`config.mk`:
```
export PLATFORM = sky130hd
export DESIGN_NAME = ucsbece154b_issue_buffer
export DESIGN_NICKNAME = d
export VERILOG_FILES = /design/src/rtl/ucsbece154b_issue_buffer.sv
export SDC_FILE = /design/constraint.sdc
export NUM_CORES = 1
export LEC_CHECK = 0
export BUFFER_PORTS_ARGS = -buffer_cell sky130_fd_sc_hd__buf_2
export CORE_MARGIN = 4
export CORE_UTILIZATION = 30
export CTS_CLUSTER_SIZE = 16
export DETAILED_ROUTE_END_ITERATION = 7
export HOLD_SLACK_MARGIN = 0.15
export PLACE_DENSITY = 0.57
export SETUP_SLACK_MARGIN = 0.15
export SYNTH_ARGS = -nofsm -noshare
export SYNTH_HDL_FRONTEND = slang
export SYNTH_SLANG_ARGS = --single-unit
export TNS_END_PERCENT = 1
```
`constraint.sdc`:
```
create_clock -name clk -period 6.9 [get_ports clk]
set_clock_uncertainty 0.1 [all_clocks]
set_input_delay 1.38 -clock clk [delete_from_list [all_inputs] [get_ports clk]]
set_output_delay 1.38 -clock clk [all_outputs]
set_load 0.01 [all_outputs]
```
`src/rtl/ucsbece154b_issue_buffer.sv`:
```
// Dual-issue instruction buffer: circular {instr, pc} store between fetch and the two decode slots.
// Accepts aligned pairs, presents the two oldest entries, and retires 0, 1 or 2 entries per cycle.
module ucsbece154b_issue_buffer #(
  parameter int DEPTH = 8
) (
  input  logic                     clk,
  input  logic                     reset,
  input  logic                     FetchValid_i,
  input  logic [31:0]              FetchPC_i,
  input  logic [31:0]              FetchInstr1_i,
  input  logic [31:0]              FetchInstr2_i,
  output logic                     FetchReady_o,
  input  logic                     Flush_i,
  input  logic                     StallD_i,
  input  logic                     Slot2Hold_i,
  output logic [31:0]              InstrD1_o,
  output logic [31:0]              InstrD2_o,
  output logic [31:0]              PCD1_o,
  output logic [31:0]              PCD2_o,
  output logic                     ValidD1_o,
  output logic                     ValidD2_o,
  output logic [$clog2(DEPTH):0]   Count_o
);

  localparam int AW = $clog2(DEPTH);
  localparam int CW = AW + 1;
  localparam logic [31:0] NOP = 32'h0000_0013;

  logic [31:0]   instr_mem [DEPTH];
  logic [31:0]   pc_mem    [DEPTH];
  logic [AW-1:0] head, tail;
  logic [CW-1:0] count;

  logic [AW-1:0] head_1, tail_1;
  logic          valid1, valid2, push;
  logic [1:0]    pop;
  logic [CW-1:0] count_next;

  // Handshake: a pair transfers on an edge where FetchValid_i and FetchReady_o are both
  // high and no flush is pending; FetchReady_o comes from the registered count only, so
  // fetch must hold and re-present a pair offered while ready is low.
  always_comb begin
    head_1       = head + AW'(1);
    tail_1       = tail + AW'(1);
    valid1       = (count != '0);
    valid2       = (count > CW'(1));
    FetchReady_o = (count <= CW'(DEPTH - 2));
    push         = FetchValid_i & FetchReady_o & ~Flush_i;

    // Load-use stall outranks the slot-2 hazard.
    pop = 2'd0;
    if (StallD_i || !valid1) pop = 2'd0;
    else if (Slot2Hold_i || !valid2) pop = 2'd1;
    else pop = 2'd2;

    count_next = count + (push ? CW'(2) : CW'(0)) - CW'(pop);
  end

  always_comb begin
    ValidD1_o = valid1;
    ValidD2_o = valid2;
    InstrD1_o = valid1 ? instr_mem[head]   : NOP;
    PCD1_o    = valid1 ? pc_mem[head]      : 32'h0;
    InstrD2_o = valid2 ? instr_mem[head_1] : NOP;
    PCD2_o    = valid2 ? pc_mem[head_1]    : 32'h0;
    Count_o   = count;
  end

  always_ff @(posedge clk) begin
    if (reset || Flush_i) begin
      head  <= '0;
      tail  <= '0;
      count <= '0;
    end else begin
      head  <= head + AW'(pop);
      count <= count_next;
      if (push) tail <= tail + AW'(2);
    end
  end

  // Storage has no reset; only the pointers define what is valid.
  always_ff @(posedge clk) begin
    if (!reset && push) begin
      instr_mem[tail]   <= FetchInstr1_i;
      pc_mem[tail]      <= FetchPC_i;
      instr_mem[tail_1] <= FetchInstr2_i;
      pc_mem[tail_1]    <= FetchPC_i + 32'd4;
    end
  end

endmodule

```
==> impl_metrics.env <==
export IMPL_r2r_end="pc_mem[1][18]"
export IMPL_cts_resized_gates=0
export IMPL_mostFrequentLayoutCell="edfxtp_1"
export IMPL_antenna_found_initial=7
export IMPL_insertion_delay_ps=600
export IMPL_max_slew_margin_pct=29.56
export IMPL_post_route_period_util_pct=78.81
export IMPL_max_freq_mhz=183.9
export IMPL_dieArea_mm2=0.08508
export IMPL_setup_viol=0
export IMPL_port_buffer_count=236
export IMPL_synth_edff_count=504
export IMPL_drive_gt1_share_pct=38.33
export IMPL_cellInternalPower_w=0.006202
export IMPL_whs_ps=492.3
export IMPL_path_clk_slew_ps=60
export IMPL_hold_buffers=0
export IMPL_ys_seq_elements=513
export IMPL_core_area_mm2=0.07939
export IMPL_synth_async_reset_ratio_pct=0
export IMPL_numClockSinks=513
export IMPL_rr_worst_depth=6
export IMPL_p_sw_share_pct=30.75
export IMPL_p_comb_share_pct=27.1
export IMPL_p_clk_share_pct=33.0
export IMPL_reg2reg_from="Count_o[3]"
export IMPL_r2r_slack_ps=3480
export IMPL_endpoint_kind="output pin"
export IMPL_yosysTopAreaCell="edfxtp_1"
export IMPL_hp_class="flip-flop to flip-flop"
export IMPL_die_h_um=291.7
export IMPL_rsz0062_at_grt="no"
export IMPL_drc=0
export IMPL_rows=103
export IMPL_grt_max_degree=77
export IMPL_synth_avg_cell_area_um2=18.46
export IMPL_ys_seq_area_share_pct=63.43
export IMPL_path_class="flip-flop to output pin"
export IMPL_cellLeakagePower_nw=8.992
export IMPL_wl_mm=62.94
export IMPL_initial_core_util_pct=30.41
export IMPL_power_density_mw_per_mm2=316.7
export IMPL_cap_violations=0
export IMPL_yosys_warnings=0
export IMPL_final_cell_mix="504 x edfxtp_1, 252 x mux4_2, 236 x buf_2"
export IMPL_synth_cell_type_count=30
export IMPL_vdd_drop_max_mv=0.2799
export IMPL_hold_viol=0
export IMPL_cp_startpoint="head[0]"
export IMPL_viasPerCell=5.175
export IMPL_start_kind="flip-flop"
export IMPL_cts_root_buffer="clkbuf_16"
export IMPL_hpwlAfterDp_mm=38.28
export IMPL_arrival_ps=3960
export IMPL_cts_buffers_inserted=58
export IMPL_drt_iter0_drc=1028
export IMPL_dr_pass1_iters=4
export IMPL_period_needed_ps=5438
export IMPL_wire_per_inst_um=23.90
export IMPL_nets=1650
export IMPL_fp_dieW_um=291.7
export IMPL_setup_tns_ps=0
export IMPL_syn_nets=1425
export IMPL_clock_path_buffers=3
export IMPL_cp_endpoint="PCD2_o[24]"
export IMPL_p_sw_w=0.002753
export IMPL_synth_area_leaders="edfxtp_1 63%, mux4_2 24%, mux2i_1 2.6%"
export IMPL_io_pins=237
export IMPL_drv_slew=0
export IMPL_design_area_mm2=0.02828
export IMPL_ctsHtreeMaxLevel=2
export IMPL_grt_pass1_wl_mm=94.44
export IMPL_grt_pass1_vias=14670
export IMPL_holdPathStages=2
export IMPL_drtAntennaViolNets=0
export IMPL_p_seq_share_pct=39.9
export IMPL_synth_cell_area_mm2=0.02414
export IMPL_crit_fanout=53
export IMPL_dpl_instance_area_mm2=0.02645
export IMPL_synthCells=1308
export IMPL_worstMarginPinSlew_ps=1057
export IMPL_grt_usage_pct=14.49
export IMPL_place_congestion=0.7647
export IMPL_area_growth_pct=17.13
export IMPL_outcome="complete, no violations"
export IMPL_required_ps=5420
export IMPL_overflow=0
export IMPL_postCtsSetupBuffers=0
export IMPL_synthFlopType="edfxtp_1"
export IMPL_synth_top_cell_area_share_pct=62.68
export IMPL_cts_tree="done"
export IMPL_num_vias=13630
## cells in the mapped netlist (9+ instances only)
cell type	count
a21oi_1	62
ha_1	12
and3_1	11
nor2_1	69
nand4_1	10
edfxtp_1	504
xnor2_1	22
xor2_1	10
dfxtp_1	9
buf_6	9
buf_2	41
mux2i_1	63
nand2_1	136
inv_1	12
buf_4	14
mux4_2	252
and2_1	10
clkbuf_1	27
nand3_1	11
## logic make-up (layout without fill, tap and decap cells)
logic type	Yosys count	after routing	share of synthesized area, %
AOI/OAI and AO/OA	63	63	1.337
muxes	315	315	26.12
and+or+nand+nor	262	262	4.643
buffers and inverters	107	380	2.373
xor gates and xnor gates	33	33	1.228
other	0	3	0
DFF	513	513	63.43
adders and majority gates	15	15	0.8706
## worst min path at each step
stage,slack [ps],endpoint,start
6_report,490,tail[2],tail[2]
5_1_grt,510,tail[2],tail[2]
4_1_cts,490,tail[2],tail[2]
3_5_place_dp,480,tail[2],tail[2]
3_3_place_gp,440,tail[2],tail[2]
2_1_floorplan,410,tail[2],tail[2]
## worst max-delay path, stage by stage, from the launching register on
cell and delay, ps:
dfxtp_4 950, buf_4 650, buf_4 660, mux4_2 580
nand2_1 80, a21oi_1 130, buf_2 210
## sequential cells by signal, summed over array words and instances (netlist names)
name and count:
pc_mem 248, tail 2, head 3, instr_mem 256, Count_o 4
## metrics by stage
| stage | instances | total power, W | setup slack (ps) | util (%) |
|---|---|---|---|---|
| finish | 2634 | 0.008955 | 1462 | 35.62 |
| global route | 2631 | 0.009382 | 1128 | 35.61 |
| CTS | 2631 | 0.009095 | 1364 | 35.61 |
| detailed placement | 2523 | 0.006115 | 2037 | 33.32 |
| global placement | 2523 | 0.006091 | 2095 | 33.32 |
| floorplan | 1308 | 0.005078 | 1526 | - |
## cell type report
| cell class | instances | area, µm² |
|---|---|---|
| repair buffers | 258 | 1421 |
| clock buffers | 77 | 1564 |
| flip-flops and latches | 513 | 15330 |
| well taps | 1050 | 1314 |
| inverters | 14 | 52.55 |
| clock inverters | 31 | 259.0 |
| multi-input cells | 688 | 8335 |
| diodes | 3 | 7.507 |
| fillers | 7568 | 51110 |
## power groups by stage
stage	Sequential [W]	Combinational (W)	Clock, W
after global routing	0.00358	0.00262	0.00318
after global placement	0.00363	0.00246	0
after detailed placement	0.00364	0.00247	0
final	0.00357	0.00242	0.00296
after floorplan	0.00360	0.00148	0
after CTS	0.00358	0.00248	0.00304
## metal layers
metal  part of all wire, %  track usage [%]
met4                   1.7            3.183
met5                 0.086                0
met3                   5.5            2.320
met1                    43            19.68
met2                    50            24.69
(Power assumes the default switching activity.)
